$ cat src/rtl/slot_pkg.sv
// Shared types and default configuration for the slot reel engine.
package slot_pkg;

  typedef enum logic [1:0] {IDLE, SPIN, JUDGE, FEVER} state_e;

  localparam int DEF_REELS        = 3;
  localparam int DEF_SYMBOLS      = 8;
  localparam int DEF_SPIN_DIV     = 4;
  localparam int DEF_SCAN_DIV     = 16;
  localparam int DEF_FEVER_CYCLES = 64;
  localparam int DEF_LED_W        = 8;
  localparam int DEF_CREDIT_W     = 8;
  localparam int DEF_INIT_CREDIT  = 5;
  localparam int DEF_PAYOUT       = 10;

  function automatic int sym_w(input int n);
    return (n > 2) ? $clog2(n) : 1;
  endfunction

endpackage

$ cat src/rtl/slot_reel.sv
// One reel: modulo symbol counter that rolls on step ticks until its stop arrives.
module slot_reel import slot_pkg::*; #(
  parameter  int SYMBOLS = DEF_SYMBOLS,
  localparam int SYM_W   = sym_w(SYMBOLS)
) (
  input  logic             clock,
  input  logic             reset,
  input  logic             roll,
  input  logic             step,
  input  logic             stop,
  output logic [SYM_W-1:0] sym,
  output logic             frozen
);

  localparam logic [SYM_W-1:0] SYM_LAST = SYM_W'(SYMBOLS - 1);

  // A stop in the same cycle as a step tick wins, so the reel keeps its pre-tick symbol.
  always_ff @(posedge clock) begin
    if (reset) begin
      sym    <= '0;
      frozen <= 1'b1;
    end else if (roll) begin
      frozen <= 1'b0;
    end else if (!frozen) begin
      if (stop)      frozen <= 1'b1;
      else if (step) sym    <= (sym == SYM_LAST) ? '0 : sym + 1'b1;
    end
  end

endmodule

$ cat src/rtl/slot_reel_engine.sv
// Slot-machine core: spin/stop/judge/fever FSM, LED walk and display scan.
// Optional credit counter enabled by defining SLOT_CREDIT_EN.
module slot_reel_engine import slot_pkg::*; #(
  parameter  int REELS        = DEF_REELS,
  parameter  int SYMBOLS      = DEF_SYMBOLS,
  parameter  int SPIN_DIV     = DEF_SPIN_DIV,
  parameter  int SCAN_DIV     = DEF_SCAN_DIV,
  parameter  int FEVER_CYCLES = DEF_FEVER_CYCLES,
  parameter  int LED_W        = DEF_LED_W,
  parameter  int CREDIT_W     = DEF_CREDIT_W,
  parameter  int INIT_CREDIT  = DEF_INIT_CREDIT,
  parameter  int PAYOUT       = DEF_PAYOUT,
  localparam int SYM_W        = sym_w(SYMBOLS)
) (
  input  logic                   clock,
  input  logic                   reset,
  input  logic                   start,
  input  logic [REELS-1:0]       stop,
  output logic [REELS*SYM_W-1:0] reel,
  output logic [REELS-1:0]       digit,
  output logic [SYM_W-1:0]       scan_symbol,
  output logic                   running,
  output logic                   fever,
  output logic [LED_W-1:0]       led,
  output logic [CREDIT_W-1:0]    credit
);

  localparam int SP_W  = $clog2(SPIN_DIV);
  localparam int SC_W  = $clog2(SCAN_DIV);
  localparam int FC_W  = $clog2(FEVER_CYCLES + 1);
  localparam int IDX_W = $clog2(REELS);
  localparam logic [SP_W-1:0]  SP_LAST  = SP_W'(SPIN_DIV - 1);
  localparam logic [SC_W-1:0]  SC_LAST  = SC_W'(SCAN_DIV - 1);
  localparam logic [FC_W-1:0]  FC_LAST  = FC_W'(FEVER_CYCLES - 1);
  localparam logic [IDX_W-1:0] IDX_LAST = IDX_W'(REELS - 1);

  state_e                        state, state_n;
  logic                          start_q, start_edge, accept, credit_ok;
  logic [REELS-1:0]              stop_q, stop_edge, stop_gate, frozen;
  logic                          tick, load, to_fever, all_frozen, all_equal;
  logic [SP_W-1:0]               spin_pre;
  logic [SC_W-1:0]               scan_pre;
  logic [FC_W-1:0]               fev_cnt;
  logic [IDX_W-1:0]              scan_idx;
  logic [REELS-1:0][SYM_W-1:0]   sym;

  // Button history runs in every state so a button held across a state change never counts.
  always_ff @(posedge clock) begin
    if (reset) begin
      start_q <= 1'b0;
      stop_q  <= '0;
    end else begin
      start_q <= start;
      stop_q  <= stop;
    end
  end

  assign start_edge = start & ~start_q;
  assign stop_edge  = stop & ~stop_q;
  assign accept     = start_edge & credit_ok;
  assign stop_gate  = (state == SPIN) ? stop_edge : '0;
  assign tick       = (state == SPIN) && (spin_pre == SP_LAST);
  assign all_frozen = &(frozen | stop_gate);

  always_comb begin
    all_equal = 1'b1;
    for (int i = 1; i < REELS; i++)
      if (sym[i] != sym[0]) all_equal = 1'b0;
  end

  for (genvar i = 0; i < REELS; i++) begin : g_reel
    slot_reel #(.SYMBOLS(SYMBOLS)) u_reel (
      .clock  (clock),
      .reset  (reset),
      .roll   (load),
      .step   (tick),
      .stop   (stop_gate[i]),
      .sym    (sym[i]),
      .frozen (frozen[i])
    );
  end
  assign reel = sym;

  always_ff @(posedge clock) begin
    if (reset) state <= IDLE;
    else       state <= state_n;
  end

  always_comb begin
    state_n  = state;
    load     = 1'b0;
    to_fever = 1'b0;
    case (state)
      IDLE:  if (accept) begin
               state_n = SPIN;
               load    = 1'b1;
             end
      SPIN:  if (all_frozen) state_n = JUDGE;
      JUDGE: if (all_equal) begin
               state_n  = FEVER;
               to_fever = 1'b1;
             end else begin
               state_n  = IDLE;
             end
      FEVER: if (fev_cnt == FC_LAST) state_n = IDLE;
      default: state_n = IDLE;
    endcase
  end

  // The spin prescaler also paces the LED walk, so it restarts on entry to FEVER.
  always_ff @(posedge clock) begin
    if (reset) begin
      spin_pre <= '0;
      fev_cnt  <= '0;
      led      <= '0;
      running  <= 1'b0;
      fever    <= 1'b0;
    end else begin
      running <= (state_n == SPIN);
      fever   <= (state_n == FEVER);
      if (load || to_fever || spin_pre == SP_LAST) spin_pre <= '0;
      else                                         spin_pre <= spin_pre + 1'b1;
      if (to_fever)            fev_cnt <= '0;
      else if (state == FEVER) fev_cnt <= fev_cnt + 1'b1;
      if (to_fever) led <= LED_W'(1);
      else if (state == FEVER) begin
        if (fev_cnt == FC_LAST)      led <= '0;
        else if (spin_pre == SP_LAST) led <= {led[LED_W-2:0], led[LED_W-1]};
      end
    end
  end

  always_ff @(posedge clock) begin
    if (reset) begin
      scan_pre <= '0;
      scan_idx <= '0;
      digit    <= REELS'(1);
    end else if (scan_pre == SC_LAST) begin
      scan_pre <= '0;
      scan_idx <= (scan_idx == IDX_LAST) ? '0 : scan_idx + 1'b1;
      digit    <= {digit[REELS-2:0], digit[REELS-1]};
    end else begin
      scan_pre <= scan_pre + 1'b1;
    end
  end

  assign scan_symbol = sym[scan_idx];

`ifdef SLOT_CREDIT_EN
  logic [CREDIT_W:0] credit_sum;
  assign credit_ok  = (credit != '0);
  assign credit_sum = {1'b0, credit} + (CREDIT_W+1)'(PAYOUT);

  always_ff @(posedge clock) begin
    if (reset)         credit <= CREDIT_W'(INIT_CREDIT);
    else if (load)     credit <= credit - 1'b1;
    else if (to_fever) credit <= credit_sum[CREDIT_W] ? '1 : credit_sum[CREDIT_W-1:0];
  end
`else
  logic unused_cfg;
  assign unused_cfg = ^{INIT_CREDIT, PAYOUT};
  assign credit_ok  = 1'b1;
  assign credit     = '0;
`endif

endmodule

$ cat config.mk
export PLATFORM = sky130hd
export DESIGN_NAME = slot_reel_engine
export DESIGN_NICKNAME = d
export VERILOG_FILES = /design/src/rtl/slot_pkg.sv /design/src/rtl/slot_reel.sv /design/src/rtl/slot_reel_engine.sv
export SDC_FILE = /design/constraint.sdc
export NUM_CORES = 1
export LEC_CHECK = 0
export BUFFER_PORTS_ARGS = -buffer_cell sky130_fd_sc_hd__clkbuf_2
export CAP_MARGIN = 10
export CORE_MARGIN = 2
export CORE_UTILIZATION = 40
export DETAILED_ROUTE_END_ITERATION = 8
export MAX_ROUTING_LAYER = met4
export PLACE_DENSITY = 0.69
export SETUP_SLACK_MARGIN = 0.15
export SLEW_MARGIN = 20
export SYNTH_ARGS = -nofsm -noshare
export SYNTH_HDL_FRONTEND = slang
export SYNTH_HIERARCHICAL = 1
export SYNTH_SLANG_ARGS = --single-unit
$ cat constraint.sdc
create_clock -name clock -period 2 [get_ports clock]
set_input_delay 0.4 -clock clock [delete_from_list [all_inputs] [get_ports clock]]
set_output_delay 0.4 -clock clock [all_outputs]
set_load 0.05 [all_outputs]
Word-level counts from Yosys, hierarchy flattened --
Cells that the tools add are included.
Operators by class: order comparisons 1, muxes and demuxes 31, add/sub/neg operators 7, bitwise gates (word level) 12, eq/ne operators 14, reductions and logical operators 16
Operators by type and width (count):
- 1-bit two-way mux | 17
- 8-bit two-way mux | 2
- 3-bit two-way mux | 5
- 4-bit AND reduction | 3
- 2-bit == test, second input constant | 5
- 2-bit two-way mux | 5
- 3-bit by 1-bit adder with 3-bit output, second input constant | 3
- 3-bit == test, second input constant | 3
- 1-bit NOT | 8
- 2-bit one-hot mux with 4 select lines | 1
- 7-bit by 1-bit adder with 7-bit output, second input constant | 1
- 7-bit by 6-bit == test with 1-bit output, second input constant | 1
- 3-bit binary-select mux with 2-bit select | 1
- 3-bit != test | 2
- 2-bit OR reduction | 3
- 2-bit by 1-bit adder with 2-bit output, second input constant | 2
- 4-bit by 1-bit adder with 4-bit output, second input constant | 1
- 2-bit by 1-bit == test with 1-bit output, second input constant | 2
- 4-bit == test, second input constant | 1
- 2-bit AND reduction | 2
- 2-bit nonzero test | 2
- 3-bit bitwise AND | 1
- 2-bit by 3-bit < comparator with 1-bit output, second input constant | 1
- 3-bit NOT | 1
- 7 further kinds | 8
Storage, ports and cells: register bits after elaboration 46, logic and storage cells 99, output and inout port bits 33, input port bits 6

Logic depth before layout (Yosys ltp) --
word-level depth 8, mapped depth 6, depth with buffers taken out 5

Modules after synthesis --
Netlist, hierarchy kept.
Modules (own cells, without submodules):
- slot_reel_engine | area an instance 1585.3 µm², instances 1, sequential area each 680.7 µm², cells each 182
- slot_reel | area an instance 211.5 µm², instances 3, sequential area each 80.1 µm², cells each 18

Worst setup path before layout --
Ideal clock, no wire load.
path type register -> output, from register g_reel[2].u_reel.sym[0], to output port scan_symbol[0], cell stages (with the launch flop) 3, buffers on the path 0, required time 1600 ps, data arrival time 1937 ps, setup slack -337 ps, cell sequence dfxtp_1 mux2i_1 o21ai_0
On the way: cells in the longest elaborated chain, start to end 2
RTL lines:
- start, declared | line slot_reel.sv:11 | output logic [SYM_W-1:0] sym,
- start signal, assigned | line slot_reel.sv:26 | else if (step) sym <= (sym == SYM_LAST) ? '0 : sym + 1'b1;
- 3-bit binary-select mux with 2-bit select | line slot_reel_engine.sv:147 | assign scan_symbol = sym[scan_idx];
- 3-bit two-way mux (not written as such) | line slot_reel_engine.sv:147
- end, declared | line slot_reel_engine.sv:21 | output logic [SYM_W-1:0] scan_symbol,
Every way passes these cells. The select of a mux whose other input is x is not followed.

Final worst setup path --
from register state[0], to register state[1]
On the way: cells in the longest elaborated chain, start to end 6, elaborated cells on any way between the ends 9, classes of those cells eq/ne: 3; mux: 3; bitwise: 1; reduce/logical: 2
RTL lines:
- start, declared | line slot_reel_engine.sv:37 | state_e state, state_n;
- start signal, assigned | line slot_reel_engine.sv:86 | else state <= state_n;
- 2-bit by 1-bit == test with 1-bit output | line slot_reel_engine.sv:61 | assign stop_gate = (state == SPIN) ? stop_edge : '0;
- 3-bit two-way mux | line slot_reel_engine.sv:61
- via stop_gate[1] | line slot_reel_engine.sv:39 | logic [REELS-1:0] stop_q, stop_edge, stop_gate, frozen;
- 3-bit OR | line slot_reel_engine.sv:63 | assign all_frozen = &(frozen | stop_gate);
- 3-bit AND reduction | line slot_reel_engine.sv:63
- 2-bit two-way mux | line slot_reel_engine.sv:98 | SPIN: if (all_frozen) state_n = JUDGE;
- 2-bit one-hot mux with 4 select lines | line slot_reel_engine.sv:93 | case (state)
The timed path passes the listed nets, and every way through them passes these cells. A chain may end at the register's enable or synchronous reset.

==> reports/qor_table.md <==
| Item | Reported |
| --- | --- |
| CTS H-tree lvls | 2 |
| R2r worst-path depth | 4 |
| NumNets Final | 294 |
| Proportion of layout cells with a drive suffix above 1 | 0.254 |
| Leakage power summed over all cells | 1.04 nW |
| Post-Place Cell Area | 0.00250 sq mm |
| Sequential Power Share | 0.547 |
| Dominant register cell in the synthesized netlist | dfxtp_1 |
| Setup skew after layout | 0.00482 ns |
| Number of iterations in the first detailed-routing pass | 4 |
| Met2 Resource Use GR | 0.234 |
| GR Overflow Total | 0 |
| Detailed placement HPWL | 3180 um |
| Global Route met1 Usage | 0.188 |
| Post-route non-filler standard cell count | 352 |
| Number of antenna diodes | 0 |
| Total non-filler cell area in the finished layout | 0.00260 sq mm |
| Pin count of the biggest net entering global routing | 20 |
| Starting DRT DRC Count | 109 |
| Busiest layer in global routing | met2 |
| Result of the run | finished, final reports clean |
| Clock insertion delay at the later pin of the skew report | 0.29 ns |
| Met3 Track Usage GR | 0.0368 |
| Via count of the first global-routing pass | 1615 |
| Required @ worst endpoint | 2.20 ns |
| Port bufs | 30 |
| Peak VDD IR | 0.298 mV |
| Endpoint type of the worst setup path | flip-flop |
| Post-Synthesis Mean Instance Area | 9.41 sq um |
| Syn Inst Count | 236 |
| Number of instances on the worst hold path | 2 |
| Power share of the clock group | 0.319 |
| Cell taking the most area after synthesis | dfxtp_1 |
| Clock-pin slew on the worst setup and hold paths | 0.08 ns |
| Top-area cell type share of the netlist area | 0.415 |
| Count of cell types in the netlist | 44 |
| DIE HEIGHT | 78.5 um |
| Largest stage delay on the critical path | 0.56 ns |
| Net switching power | 0.486 mW |
| Number of max-cap violations | 0 |
| Chip width | 78.5 um |
| Warning count from the yosys run | 6 |
| I/O pin total | 39 |
| Post-route clock period utilization | 0.885 |
| Time the final worst path needs with I/O delays and setup | 1.77 ns |
| Number of buffers added to fix hold violations after cts | 0 |
| Area of the core region | 0.00544 sq mm |
| Longest Clk Path Bufs | 2 |
| Share of async-settable or async-resettable flops after synthesis | 0 |
| CTS root buffer | clkbuf_8 |
| Number of antenna violations at the first check in global routing | 0 |
| Commonest cells in the synthesized netlist | 46 x dfxtp_1, 26 x nand2_1, 17 x nor2_1 |
| Final Wtd Congestion | 0.753 |
| Layout overhead on the synthesized area | 17.2% |
| Crit path max-delay family | simple AND/OR/NAND/NOR gates |
| TritonCTS clock tree | built |
| Sort of element at the start of the critical path | flip-flop |
| DR DRC count | 0 |
| Worst Hold Class | input pin to flip-flop |
| Cell types with the largest area share after synthesis | dfxtp_1 41%, ha_1 5.1%, nand2_1 4.4%, mux2i_1 4.1%, buf_4 3.4% |
| Effective utilization at floorplan | 0.408 |
| Aggregate negative setup slack | 0 ns |
| Clk sinks | 46 |
| WL/cell | 12.2 um |
| Standard-cell row count | 27 |
| Count of vias placed by the detailed router | 1772 |
| WP data arrival | 1.97 ns |
| First-pass GRT wire length | 7270 um |
| Buf/Inv on CP | 0 |
| Final-report setup violation count | 0 |
| #FFs+latches synth | 46 |
| Cell with the biggest individual delay on the critical path | or4_1 |
| Number of slew-limit violations in the final report | 0 |
| Cell internal power dissipation | 1.32 mW |
| GRT Resource Usage Total | 0.151 |
| Final hold vios | 0 |
| Critical path depth | 4 |
| Count of flip-flops with a built-in enable after synthesis | 0 |
| Number of placed cells counting well taps | 344 |
| Share of power burned in combinational logic | 0.134 |
| Maximum frequency from static timing analysis | 565 MHz |
| Critical Path, Cell by Cell | and4bb_2 -> nor2_1 -> or4_1 -> a311oi_2 |
| Switching part of the total | 0.269 |
| PwrDens | 693 mW/mm^2 |
| Share of synthesized area occupied by flip-flops and latches | 0.415 |
| WS Path Type | flip-flop to flip-flop |
| Area of the die | 0.00616 sq mm |
| Antenna-violating nets left | 0 |
| Post-synthesis instance area | 0.00222 sq mm |
| Most frequently used cell type in the post-synthesis netlist | dfxtp_1 |
| Total wire length after detailed routing | 4280 um |
| Unrepaired setup endpoints after global routing | no |
| Vias per std cell | 5.03 |
| Crit path max fanout | 8 |
| CTS buffer count | 5 |
[logic make-up after synthesis]
logic type      after synthesis  synth area share
other cells                   1           0.00169
simple gates                 98             0.259
flops                        46             0.415
compound gates               44             0.132
mux                          12            0.0609
xor+xnor                      7            0.0276
fa+ha+maj                     9            0.0507
buf+inv                      19            0.0524
[what timing repair did]
action / CTS / global route
gates resized for setup: 2 / 3
endpoints found under the setup margin: 3 / 8
pin swaps: 0 / 1
buffers inserted: 0 / 0
[final timing paths]
path                          startpoint                endpoint  slack (ns)
setup reg to reg     state[0]$_SDFF_PP0_     state[1]$_SDFF_PP0_        0.23
hold / removal                   stop[0]    stop_q[0]$_SDFF_PP0_        0.33
setup / recovery     state[0]$_SDFF_PP0_     state[1]$_SDFF_PP0_        0.23
hold reg to reg   spin_pre[0]$_SDFF_PP0_  spin_pre[0]$_SDFF_PP0_        0.43
[metrics by stage]
step	total power [mW]	hold slack [ns]	util	setup slack [ns]
finish	1.80	0.328	0.478	0.230
global route	1.89	0.333	0.478	0.154
CTS	1.82	0.326	0.477	0.154
detailed placement	1.25	0.423	0.459	0.197
global placement	1.24	0.411	0.459	0.266
floorplan	1.20	0.406	-	0.202
[layout by cell type, fill, tap and decap left out, types with 3 or more instances in the layout]
cell type,Yosys,routed
or3_1,3,3
nor4b_4,3,3
nand2_1,26,26
dfxtp_2,0,3
mux2_4,3,3
ha_1,9,9
inv_1,5,5
xnor2_1,5,5
nor3_1,7,7
clkbuf_2,0,29
o21ai_2,0,3
conb_1,1,8
o21bai_1,3,3
a21oi_1,14,14
o21ai_0,12,9
nor2_1,17,17
nand2b_1,12,12
buf_4,10,13
nor2b_1,8,8
and3_1,3,3
dfxtp_1,46,43
mux2i_1,9,9
clkbuf_8,0,6
nand3_1,8,8
[power groups by stage]
stage | clock network, mW | logic, mW | registers [mW]
finish | 0.575 | 0.242 | 0.986
floorplan | 0 | 0.185 | 1.01
detailed placement | 0 | 0.239 | 1.01
global route | 0.635 | 0.264 | 0.993
CTS | 0.596 | 0.242 | 0.984
global placement | 0 | 0.233 | 1.00
[per-layer routing]
metal,up-vias,routed length [um]
li1,908,-
met1,814,2040
met2,39,1980
met3,11,171
met4,0,90
met5,-,0
[cell type report]
class | instances | area [sq um]
clock inverters | 1 | 5.00
clock buffers | 7 | 86.3
inverters | 5 | 18.8
fillers | 541 | 2840
well taps | 72 | 90.1
repair buffers | 43 | 250
multi-input cells | 178 | 1230
flip-flops and latches | 46 | 925
[state kept, by name (all words and copies together), names as in the netlist]
name,count
g_reel.u_reel/sym,9
led,8
fev_cnt,7
scan_pre,4
digit,3
g_reel.u_reel/frozen,3
stop_q,3
scan_idx,2
spin_pre,2
state,2
fever,1
running,1
start_q,1
No activity file was read; power rests on OpenSTA's default activity.
